[config.mk]
export PLATFORM = sky130hd
export DESIGN_NAME = ysyx_23060136_exu_div_ctrl
export DESIGN_NICKNAME = d
export VERILOG_FILES = /design/src/rtl/ysyx_23060136_exu_div_ctrl.sv
export SDC_FILE = /design/constraint.sdc
export NUM_CORES = 1
export LEC_CHECK = 0
export CAP_MARGIN = 30
export CORE_AREA = 2 2 182 184
export DETAILED_ROUTE_END_ITERATION = 16
export DIE_AREA = 0 0 184 186
export HOLD_SLACK_MARGIN = 0.02
export PLACE_DENSITY = 0.72
export SYNTH_ARGS = -nofsm -noshare
export SYNTH_HDL_FRONTEND = slang
export SYNTH_SLANG_ARGS = --single-unit
[constraint.sdc]
create_clock -name clk -period 3.1 [get_ports clk]
set_clock_uncertainty 0.05 [all_clocks]
set_input_delay 0.775 -clock clk [delete_from_list [all_inputs] [get_ports clk]]
set_output_delay 0.775 -clock clk [all_outputs]
set_load 0.1 [all_outputs]
[src/rtl/ysyx_23060136_exu_div_ctrl.sv]
// ysyx_23060136_exu_div_ctrl
//   Sequencing controller between the EXU issue stage and the shared
//   iterative divider. It decodes DIV/DIVU/REM/REMU (and W forms), prepares
//   operands, resolves divide-by-zero and signed overflow locally, and holds
//   the selected, sign-extended result under an out_valid/out_ready handshake.
//
//   Optional feature: define YSYX_23060136_DIV_RESULT_CACHE_EN to add a
//   one-entry result cache. With it, a repeat of the last divider-produced
//   operation (for example DIV followed by REM on the same operands)
//   completes without using the divider.
//
// Handshakes (all sampled on the rising edge of clk):
//   in_valid/in_ready   : a request transfers when in_valid & in_ready & ~flush.
//                         in_ready is high only in IDLE.
//   div_valid/div_ready : request to the divider transfers when both are high;
//                         div_valid, dividend, divisor, div_signed and divw
//                         stay stable until then.
//   div_out_valid       : one-cycle result pulse from the divider, with no
//                         back-pressure.
//   out_valid/out_ready : the result transfers when both are high.
//                         out_result stays stable while out_valid is high.
//                         flush in DONE drops the result instead.
//
// dbg_state exposes the FSM state for checkers.
module ysyx_23060136_exu_div_ctrl #(
    parameter int XLEN = 64,
    parameter int HALF = 32
) (
    input  logic            clk,
    input  logic            rst,
    input  logic            in_valid,
    output logic            in_ready,
    input  logic [1:0]      in_op,
    input  logic            in_word,
    input  logic [XLEN-1:0] in_src1,
    input  logic [XLEN-1:0] in_src2,
    input  logic            flush,
    output logic            out_valid,
    input  logic            out_ready,
    output logic [XLEN-1:0] out_result,
    output logic            div_valid,
    input  logic            div_ready,
    output logic            div_signed,
    output logic            divw,
    output logic [XLEN-1:0] dividend,
    output logic [XLEN-1:0] divisor,
    input  logic            div_out_valid,
    input  logic [XLEN-1:0] quotient,
    input  logic [XLEN-1:0] remainder,
    output logic [2:0]      dbg_state
);

    typedef enum logic [2:0] {
        S_IDLE  = 3'd0,
        S_ISSUE = 3'd1,
        S_WAIT  = 3'd2,
        S_DRAIN = 3'd3,
        S_DONE  = 3'd4
    } state_t;

    // Most-negative values for the signed-overflow check.
    localparam logic [XLEN-1:0] MIN_NEG_D = {1'b1, {(XLEN-1){1'b0}}};
    localparam logic [XLEN-1:0] MIN_NEG_W = {{(XLEN-HALF+1){1'b1}}, {(HALF-1){1'b0}}};

    function automatic logic [XLEN-1:0] sext_half(input logic [HALF-1:0] v);
        return {{(XLEN-HALF){v[HALF-1]}}, v};
    endfunction

    function automatic logic [XLEN-1:0] zext_half(input logic [HALF-1:0] v);
        return {{(XLEN-HALF){1'b0}}, v};
    endfunction

    state_t state_q, state_d;
    logic            rem_q, rem_d;          // 1: REM/REMU select remainder
    logic            divw_q, divw_d;
    logic            div_signed_q, div_signed_d;
    logic [XLEN-1:0] dividend_q, dividend_d;
    logic [XLEN-1:0] divisor_q, divisor_d;
    logic [XLEN-1:0] out_result_q, out_result_d;

    logic            accept;
    logic            prep_signed;
    logic [XLEN-1:0] prep_src1;
    logic [XLEN-1:0] prep_src2;
    logic            div_zero;
    logic            overflow;
    logic            special;
    logic            cache_hit;
    logic [XLEN-1:0] cache_q_val;
    logic [XLEN-1:0] cache_r_val;
    logic [XLEN-1:0] fast_q;
    logic [XLEN-1:0] fast_r;
    logic [XLEN-1:0] fast_sel;
    logic [XLEN-1:0] fast_result;
    logic [XLEN-1:0] div_sel;
    logic [XLEN-1:0] div_result;

    assign in_ready   = (state_q == S_IDLE) & ~rst;
    assign out_valid  = (state_q == S_DONE);
    assign div_valid  = (state_q == S_ISSUE);
    assign div_signed = div_signed_q;
    assign divw       = divw_q;
    assign dividend   = dividend_q;
    assign divisor    = divisor_q;
    assign out_result = out_result_q;
    assign dbg_state  = state_q;

    assign accept = in_valid & in_ready & ~flush;

    // Operand preparation: W forms take the low half, sign- or zero-extended.
    always_comb begin
        prep_signed = ~in_op[0];
        prep_src1   = in_src1;
        prep_src2   = in_src2;
        if (in_word) begin
            if (prep_signed) begin
                prep_src1 = sext_half(in_src1[HALF-1:0]);
                prep_src2 = sext_half(in_src2[HALF-1:0]);
            end else begin
                prep_src1 = zext_half(in_src1[HALF-1:0]);
                prep_src2 = zext_half(in_src2[HALF-1:0]);
            end
        end
    end

    // Special cases resolved locally; they take priority over a cache hit.
    always_comb begin
        div_zero = (prep_src2 == '0);
        overflow = prep_signed & (prep_src2 == '1) &
                   (prep_src1 == (in_word ? MIN_NEG_W : MIN_NEG_D));
        special  = div_zero | overflow;
        fast_q   = cache_q_val;
        fast_r   = cache_r_val;
        if (div_zero) begin
            fast_q = '1;
            fast_r = prep_src1;
        end else if (overflow) begin
            fast_q = prep_src1;
            fast_r = '0;
        end
        fast_sel    = in_op[1] ? fast_r : fast_q;
        fast_result = in_word ? sext_half(fast_sel[HALF-1:0]) : fast_sel;
    end

    // Result selection for a divider-produced value. W forms always
    // sign-extend bit HALF-1, including DIVUW/REMUW.
    always_comb begin
        div_sel    = rem_q ? remainder : quotient;
        div_result = divw_q ? sext_half(div_sel[HALF-1:0]) : div_sel;
    end

`ifdef YSYX_23060136_DIV_RESULT_CACHE_EN
    logic            cache_valid_q, cache_valid_d;
    logic [XLEN-1:0] cache_src1_q, cache_src1_d;
    logic [XLEN-1:0] cache_src2_q, cache_src2_d;
    logic            cache_signed_q, cache_signed_d;
    logic            cache_word_q, cache_word_d;
    logic [XLEN-1:0] cache_quo_q, cache_quo_d;
    logic [XLEN-1:0] cache_rem_q, cache_rem_d;

    // A hit requires all four key fields to match the prepared request.
    always_comb begin
        cache_hit   = cache_valid_q &
                      (cache_src1_q == prep_src1) &
                      (cache_src2_q == prep_src2) &
                      (cache_signed_q == prep_signed) &
                      (cache_word_q == in_word);
        cache_q_val = cache_quo_q;
        cache_r_val = cache_rem_q;
    end

    // Refill only when a divider result reaches DONE; flushed or drained
    // results never enter the cache.
    always_comb begin
        cache_valid_d  = cache_valid_q;
        cache_src1_d   = cache_src1_q;
        cache_src2_d   = cache_src2_q;
        cache_signed_d = cache_signed_q;
        cache_word_d   = cache_word_q;
        cache_quo_d    = cache_quo_q;
        cache_rem_d    = cache_rem_q;
        if ((state_q == S_WAIT) && div_out_valid && !flush) begin
            cache_valid_d  = 1'b1;
            cache_src1_d   = dividend_q;
            cache_src2_d   = divisor_q;
            cache_signed_d = div_signed_q;
            cache_word_d   = divw_q;
            cache_quo_d    = quotient;
            cache_rem_d    = remainder;
        end
    end

    // Cache storage registers.
    always_ff @(posedge clk) begin
        if (rst) begin
            cache_valid_q  <= 1'b0;
            cache_src1_q   <= '0;
            cache_src2_q   <= '0;
            cache_signed_q <= 1'b0;
            cache_word_q   <= 1'b0;
            cache_quo_q    <= '0;
            cache_rem_q    <= '0;
        end else begin
            cache_valid_q  <= cache_valid_d;
            cache_src1_q   <= cache_src1_d;
            cache_src2_q   <= cache_src2_d;
            cache_signed_q <= cache_signed_d;
            cache_word_q   <= cache_word_d;
            cache_quo_q    <= cache_quo_d;
            cache_rem_q    <= cache_rem_d;
        end
    end
`else
    assign cache_hit   = 1'b0;
    assign cache_q_val = '0;
    assign cache_r_val = '0;
`endif

    // Next-state and datapath register updates for the sequencing FSM.
    always_comb begin
        state_d      = state_q;
        rem_d        = rem_q;
        divw_d       = divw_q;
        div_signed_d = div_signed_q;
        dividend_d   = dividend_q;
        divisor_d    = divisor_q;
        out_result_d = out_result_q;
        case (state_q)
            S_IDLE: begin
                if (accept) begin
                    rem_d        = in_op[1];
                    divw_d       = in_word;
                    div_signed_d = prep_signed;
                    dividend_d   = prep_src1;
                    divisor_d    = prep_src2;
                    if (special || cache_hit) begin
                        out_result_d = fast_result;
                        state_d      = S_DONE;
                    end else begin
                        state_d = S_ISSUE;
                    end
                end
            end
            S_ISSUE: begin
                // A request that the divider took must still be drained.
                if (flush) begin
                    state_d = div_ready ? S_DRAIN : S_IDLE;
                end else if (div_ready) begin
                    state_d = S_WAIT;
                end
            end
            S_WAIT: begin
                if (flush) begin
                    state_d = div_out_valid ? S_IDLE : S_DRAIN;
                end else if (div_out_valid) begin
                    out_result_d = div_result;
                    state_d      = S_DONE;
                end
            end
            S_DRAIN: begin
                // The divider cannot be killed; swallow its result.
                if (div_out_valid) begin
                    state_d = S_IDLE;
                end
            end
            S_DONE: begin
                if (flush || out_ready) begin
                    state_d = S_IDLE;
                end
            end
            default: state_d = S_IDLE;
        endcase
    end

    // State and datapath registers with synchronous reset.
    always_ff @(posedge clk) begin
        if (rst) begin
            state_q      <= S_IDLE;
            rem_q        <= 1'b0;
            divw_q       <= 1'b0;
            div_signed_q <= 1'b0;
            dividend_q   <= '0;
            divisor_q    <= '0;
            out_result_q <= '0;
        end else begin
            state_q      <= state_d;
            rem_q        <= rem_d;
            divw_q       <= divw_d;
            div_signed_q <= div_signed_d;
            dividend_q   <= dividend_d;
            divisor_q    <= divisor_d;
            out_result_q <= out_result_d;
        end
    end

    // A divider result is only legal while a divide is outstanding.
    ap_no_stray_div_result: assert property (
        @(posedge clk) disable iff (rst)
        div_out_valid |-> ((state_q == S_WAIT) || (state_q == S_DRAIN))
    );

endmodule

==> results of run 1 <==
-- metal layers --
layer  vias up  routed length [um]
met5         -                  30
met4         4                1620
met3        86                3650
met2       510               22600
met1      5316               17000
li1       5248                   -
-- Yosys cell counts (3+ instances only) --
library cell  number  area [sq um]
nor3b_1            4          30.0
o211ai_1           4          30.0
nand4_1           19           119
or4_1              3          22.5
dfxtp_1          198          3960
nor3_1            63           315
nand2_1          136           510
a211oi_1          64           480
nor2_1            70           263
o21ai_0           64           320
nor4b_1            4          35.0
o221a_2           31           349
a21oi_1          137           686
o2bb2ai_1         34           298
nor2b_1            3          18.8
clkbuf_1         100           375
nor4_1            29           181
buf_4              6          45.0
o2111ai_1         32           280
buf_2              3          15.0
buf_1              4          15.0
inv_2              3          11.3
nor3_2             6          60.1
inv_1              3          11.3
mux2i_1           63           631
-- sequential cells by signal (all words and copies together), names as in the netlist --
name	count
dividend	64
divisor	64
out_result	64
dbg_state	3
div_signed	1
divw	1
rem_q	1
-- per-stage QoR --
step / worst slack (ps) / setup TNS [ps]
2_1_floorplan: -258 / -17130
3_3_place_gp: -944 / -59870
3_5_place_dp: -968 / -61050
4_1_cts: 1.60 / 0
5_1_grt: -30.1 / -364
6_report: 59.3 / 0
-- worst paths after layout --
check | from | endpoint | slack (ps) | cells past startpoint
hold / removal | dividend[13]$_SDFFE_PP0P_ | dividend[13]$_SDFFE_PP0P_ | 410 | 2
setup reg to reg | dbg_state[1]$_SDFFE_PP0P_ | out_result[40]$_SDFFE_PP0P_ | 720 | 6
hold reg to reg | dividend[13]$_SDFFE_PP0P_ | dividend[13]$_SDFFE_PP0P_ | 410 | 2
setup / recovery | in_src1[44] | out_result[50]$_SDFFE_PP0P_ | 60 | 12
-- where the power goes --
part	leakage, uW	switching, uW	internal (uW)
logic	0.00450	1970	891
clock network	0.000269	1090	1130
registers	0.00161	117	2700
-- worst reg2reg max path, cell delays in order (launching register included) --
cell       delay [ps]
dfxtp_1           530
or3b_4            510
nor3b_2           310
buf_4             340
o211ai_1          190
buf_12            200
o2bb2ai_1         190
-- cell type report --
| cell class | count | area share |
|---|---|---|
| Timing Repair Buffer | 638 | 0.364 |
| Multi-Input combinational cell | 790 | 0.322 |
| Sequential cell | 198 | 0.245 |
| Tap cell | 408 | 0.0316 |
| Clock buffer | 18 | 0.0265 |
| Clock inverter | 13 | 0.00874 |
| Inverter | 6 | 0.00139 |
| Antenna cell | 3 | 0.000464 |
-- logic make-up (layout without fill, tap and decap cells) --
kind of cell	after synthesis	in the layout	share of synthesized area
compound gates	373	373	0.269
simple gates	353	353	0.182
flops	198	198	0.427
buf+inv	120	675	0.0522
mux	64	64	0.0692
other cells	0	3	0
-- what timing repair did --
action	4_1_cts	5_1_grt
pin swaps	25	19
resized for setup	58	68
endpoints found under the hold margin	0	0
hold buffers	0	0
buffers inserted	13	5
cloned	9	2
setup endpoints to repair	65	65
==> summary.md, run 1 <==
| Metric | Value |
|---|---|
| Cell Area, Synth | `9270 sq um` |
| Die height | `186 um` |
| Die area | `34,200 sq um` |
| Row Count | `66` |
| Buffers on Ports | `465` |
| Final cell count without fillers | `2,074` |
| Crit path launch type | `input port` |
| Hold_ws | `406 ps` |
| Clock transition at path regs | `80 ps` |
| First-pass iteration count of the detailed router | `5` |
| Dpl hpwl | `33,300 um` |
| Total CTS buffers | `17` |
| Seq/Total Area, Yosys | `0.427` |
| Leak | `0.00637 uW` |
| Most frequent cells in the layout | `buf_4, clkdlybuf4s50_1, dfxtp_1` |
| Crit. End Element | `flop` |
| Flip-flop and latch count after synthesis | `198` |
| Root buf cell | `clkbuf_16` |
| WP data arrival | `3330 ps` |
| Clock sink count | `198` |
| Fin nets | `1,917` |
| Deepest clock path buffer count | `2` |
| Synth Instances | `1,108` |
| Slew @ Worst Pin | `882 ps` |
| CP Cell Sequence | `dlygate4sd2_1 > or4_4 > or4_4 > nor4_4 > o211ai_1 > a21oi_4 > buf_6 > buf_6 > nor3_4 > buf_12 > clkbuf_16 > o2bb2ai_1` |
| Total core area | `32,200 sq um` |
| Overall global routing resource usage | `0.252` |
| Clk_lat worst skew | `450 ps` |
| Multi-input gate area in the final layout | `5200 sq um` |
| WP buf/inv | `5` |
| First-pass GRT wire length | `65,100 um` |
| Layout cells sized above 1 | `0.295` |
| Seq. cell area | `3970 sq um` |
| Largest net degree at the start of global routing | `85` |
| Met3 GRT Util | `0.0804` |
| Most used routing layer | `met2` |
| Worst Path Required | `3390 ps` |
| Power, Total | `7900 uW` |
| Period Utilization, post-route | `0.981` |
| Routed vias | `11.2k` |
| Status | `finished, final reports clean` |
| Dpl cells | `2,017` |
| Post-route ant nets | `0` |
| Max-slew violations | `0` |
| IO Count | `466` |
| GR Layer Usage met1 | `0.272` |
| Worst Path Max Fanout | `6` |
| Top_reg_cell synth | `dfxtp_1` |
| PD cells | `488 nW/um^2` |
| Fmax | `0.329 GHz` |
| DR vias/cell | `5.38` |
| Async S/R FF share, synth | `0` |
| M2 GR Usage | `0.448` |
| Largest stage delay on the critical path | `460 ps` |
| H-tree depth | `4` |
| Number of flops mapped to enable cells by yosys | `0` |
| Layout area overhead | `74.5%` |
| Total wire length | `44,800 um` |
| Wire length per cell | `21.6 um` |
| CTS tree | `built` |
| Number of global-route vias before repair | `10.9k` |
| CP delay by family, top | `simple AND/OR/NAND/NOR gates` |
| Min Tclk post-route | `3040 ps` |
| Commonest non-fill, non-tap cell in the layout | `buf_4` |
| Gr ovfl total | `0` |
| Relative slew slack | `0.412` |
| Slowest-stage cell, CP | `or4_4` |
| DR iter-0 viols | `629` |
| Yosys Warn Count | `0` |
| Layout Utilization | `0.502` |
| Dpl cell area | `15,000 sq um` |
| Syn nets | `1,374` |
| DRC | `0` |
| Worst VDD drop | `0.358 mV` |
| Syn Area/Cell | `8.37 sq um` |
| Post-route design area | `16,200 sq um` |
| Number of library cell types mapped by synthesis | `46` |
| DIE WIDTH | `184 um` |
| Final hold viol count | `0` |
| Initial antenna violation count | `5` |
| Max-cap violations | `0` |
| Final setup fails | `0` |
| Fill cells | `3,010` |
| CP Class | `in2reg` |
| Initial core utilization | `0.288` |
| HP Class | `reg2reg` |
| Routability cong. | `0.888` |
No activity file was read; power rests on OpenSTA's default activity.
==> inputs of run 2 (changes only) <==
Settings changed: CORE_AREA 2 2 182 184 to 2 2 179 181, CTS_BUF_LIST set to sky130_fd_sc_hd__clkbuf_8, DIE_AREA 0 0 184 186 to 0 0 181 183, PLACE_DENSITY 0.72 to 0.74.
==> summary.md, run 2 (synthesis gave the netlist of run 1 again) <==
| Metric | Value |
|---|---|
| Layout cells sized above 1 | `0.308 (was 0.295)` |
| Wire length per cell | `22.2 um (was 21.6 um)` |
| Clk_lat worst skew | `480 ps (was 450 ps)` |
| RSZ-0062 raised after global routing | `yes` |
| First-pass iteration count of the detailed router | `5 (unchanged)` |
| Worst path most repeated cell | `buf_6` |
| Slowest-stage cell, CP | `or4b_4 (was or4_4)` |
| CP Cell Sequence | `clkdlybuf4s15_2 > or4b_4 > or4_4 > nor4_4 > buf_4 > o211ai_1 > a21oi_4 > buf_6 > buf_6 > buf_12 > buf_16 > o221a_4 > nor3_1 (was dlygate4sd2_1 > or4_4 > or4_4 > nor4_4 > o211ai_1 > a21oi_4 > buf_6 > buf_6 > nor3_4 > buf_12 > clkbuf_16 > o2bb2ai_1)` |
| Worst VDD drop | `0.311 mV (was 0.358 mV)` |
| Min Tclk post-route | `3150 ps (was 3040 ps)` |
| Die height | `183 um (was 186 um)` |
| Max-slew violations | `0 (unchanged)` |
| Relative slew slack | `0.435 (was 0.412)` |
| DIE WIDTH | `181 um (was 184 um)` |
| H-tree depth | `4 (unchanged)` |
| DR vias/cell | `5.41 (was 5.38)` |
| Setup WS post-layout | `-52.1 ps (was 59.3 ps)` |
| Gr ovfl total | `0 (unchanged)` |
| Total CTS buffers | `17 (unchanged)` |
| Clock transition at path regs | `110 ps (was 80 ps)` |
| Worst Path Required | `3400 ps (was 3390 ps)` |
| Initial core utilization | `0.297 (was 0.288)` |
| Max-cap violations | `0 (unchanged)` |
| WHS Path Cells | `2 (unchanged)` |
| Final setup fails | `34 (was 0)` |
| First-pass GRT wire length | `67,100 um (was 65,100 um)` |
| Cell count along the critical path | `13 (was 12)` |
| Dpl cells | `2,011 (was 2,017)` |
| CTS tree | `built (unchanged)` |
| Die area | `33,100 sq um (was 34,200 sq um)` |
| Reg2reg end | `out_result[0]$_SDFFE_PP0P_ (was out_result[40]$_SDFFE_PP0P_)` |
| Final cell count without fillers | `2,059 (was 2,074)` |
| Buffers on Ports | `465 (unchanged)` |
| WP buf/inv | `6 (was 5)` |
| Post-route design area | `16,200 sq um (about the same)` |
| CP Class | `in2reg (unchanged)` |
| Deepest clock path buffer count | `2 (unchanged)` |
| Worst Hold End | `divisor[14]$_SDFFE_PP0P_ (was dividend[13]$_SDFFE_PP0P_)` |
| Initial antenna violation count | `0 (was 5)` |
| Final hold viol count | `0 (unchanged)` |
| Clock sink count | `198 (unchanged)` |
| DR iter-0 viols | `651 (was 629)` |
| Status | `finished with violations (was finished, final reports clean)` |
| PD cells | `473 nW/um^2 (was 488 nW/um^2)` |
| Number of global-route vias before repair | `11.1k (was 10.9k)` |
| Layout area overhead | `74.4% (was 74.5%)` |
| CTS Hold Bufs | `0 (unchanged)` |
| Dpl cell area | `15,000 sq um (unchanged)` |
| Min-Delay Startpoint | `divisor[14]$_SDFFE_PP0P_ (was dividend[13]$_SDFFE_PP0P_)` |
| Overall global routing resource usage | `0.264 (was 0.252)` |
| Fin nets | `1,910 (was 1,917)` |
| Routed vias | `11.1k (was 11.2k)` |
| Largest stage delay on the critical path | `540 ps (was 460 ps)` |
| Row Count | `65 (was 66)` |
| Diode count | `0 (was 3)` |
| CP delay by family, top | `simple AND/OR/NAND/NOR gates (unchanged)` |
| Total core area | `31,200 sq um (was 32,200 sq um)` |
| Leak | `0.00612 uW (was 0.00637 uW)` |
| Total wire length | `45,700 um (was 44,800 um)` |
| Reg-to-reg critical path startpoint | `dbg_state[2]$_SDFFE_PP0P_ (was dbg_state[1]$_SDFFE_PP0P_)` |
| Fmax | `0.317 GHz (was 0.329 GHz)` |
| Worst Path Max Fanout | `8 (was 6)` |
| Routability cong. | `0.905 (was 0.888)` |
| HP Class | `reg2reg (unchanged)` |
| Root buf cell | `clkbuf_8 (was clkbuf_16)` |
| Dpl hpwl | `32,600 um (was 33,300 um)` |
| Slew @ Worst Pin | `847 ps (was 882 ps)` |
| Period Utilization, post-route | `1.02 (was 0.981)` |
| IO Count | `466 (unchanged)` |
| WP data arrival | `3450 ps (was 3330 ps)` |
| Largest net degree at the start of global routing | `70 (was 85)` |
| Commonest non-fill, non-tap cell in the layout | `buf_4 (unchanged)` |
| DRC | `0 (unchanged)` |
| R2R Setup Slk | `690 ps (was 720 ps)` |
| Post-route ant nets | `0 (unchanged)` |
| Failing checks | `setup timing` |
| Most frequent cells in the layout | `buf_4, clkdlybuf4s50_1, dfxtp_1 (unchanged)` |
| Crit path launch type | `input port (unchanged)` |
| Reg2Reg Depth | `5 (was 6)` |
| Crit. End Element | `flop (unchanged)` |
==> run 2: cell types whose count changed in the layout (fill, tap and decap cells not counted), sizes merged, moves of 2 or more <==
| cell | delta |
|---|---|
| buf | -8 |
| inv | +2 |
| dlygate4sd2 | -4 |
| clkbuf | -3 |
| dlymetal6s2s | -31 |
| bufinv | +2 |
| clkdlybuf4s50 | +35 |
| clkinvlp | -3 |
| clkdlybuf4s15 | +3 |
| diode | -3 |
==> run 2: what timing repair did <==
action | CTS | global route
resized for setup | 68 | 63
setup endpoints to repair | 66 | 65
setup buffers | 8 | 2
pin swaps | 24 | 33
gates cloned | 9 | 1
==> run 2: layout make-up <==
cell class                      instances  area [sq um]
Inverter                                6          22.5
Timing Repair Buffer                  631          5770
Clock inverter                         15           206
Clock buffer                           17           234
Sequential cell                       198          3970
Multi-Input combinational cell        790          5460
Tap cell                              402           503
Fill cell                            2877         15100
==> run 2: worst max path at each step <==
| stage | from | endpoint |
|---|---|---|
| 6_report | in_src1[1] | out_result[13]$_SDFFE_PP0P_ |
| 5_1_grt | in_src1[60] | out_result[31]$_SDFFE_PP0P_ |
| 4_1_cts | in_src1[1] | out_result[5]$_SDFFE_PP0P_ |
| 3_5_place_dp | in_src2[15] | out_result[19]$_SDFFE_PP0P_ |
| 3_3_place_gp | in_src2[15] | out_result[0]$_SDFFE_PP0P_ |
| 2_1_floorplan | rst | out_result[21]$_SDFFE_PP0P_ |
==> run 2: per-layer routing <==
metal  wire length (um)  global-route usage
met1              17500               0.303
met2              22700               0.469
met3               3450              0.0618
met4               2070               0.119
met5                  0                   0
==> run 2: through the flow <==
step	hold WS [ps]	total power, uW	TNS, ps	worst slack (ps)	util
5_1_grt	432	7940	-3160	-104	0.518
4_1_cts	413	7670	0	4.27	0.507
6_report	410	7640	-776	-52.1	0.518
3_5_place_dp	398	5720	-75340	-1220	0.480
2_1_floorplan	658	4680	-17130	-258	-
3_3_place_gp	393	5680	-75200	-1220	0.479
==> run 2: worst min-delay path, delay by kind of cell (launching register included) <==
family	cells	cell delay, ps
AOI/OAI and AO/OA	1	50
and+or+nand+nor	1	50
DFF	1	320
==> run 2: power by group <==
group | total [uW] | internal, uW | switching [uW]
Combinational | 2890 | 901 | 1990
Clock | 1950 | 838 | 1120
Sequential | 2800 | 2700 | 106
Total | 7640 | 4440 | 3210
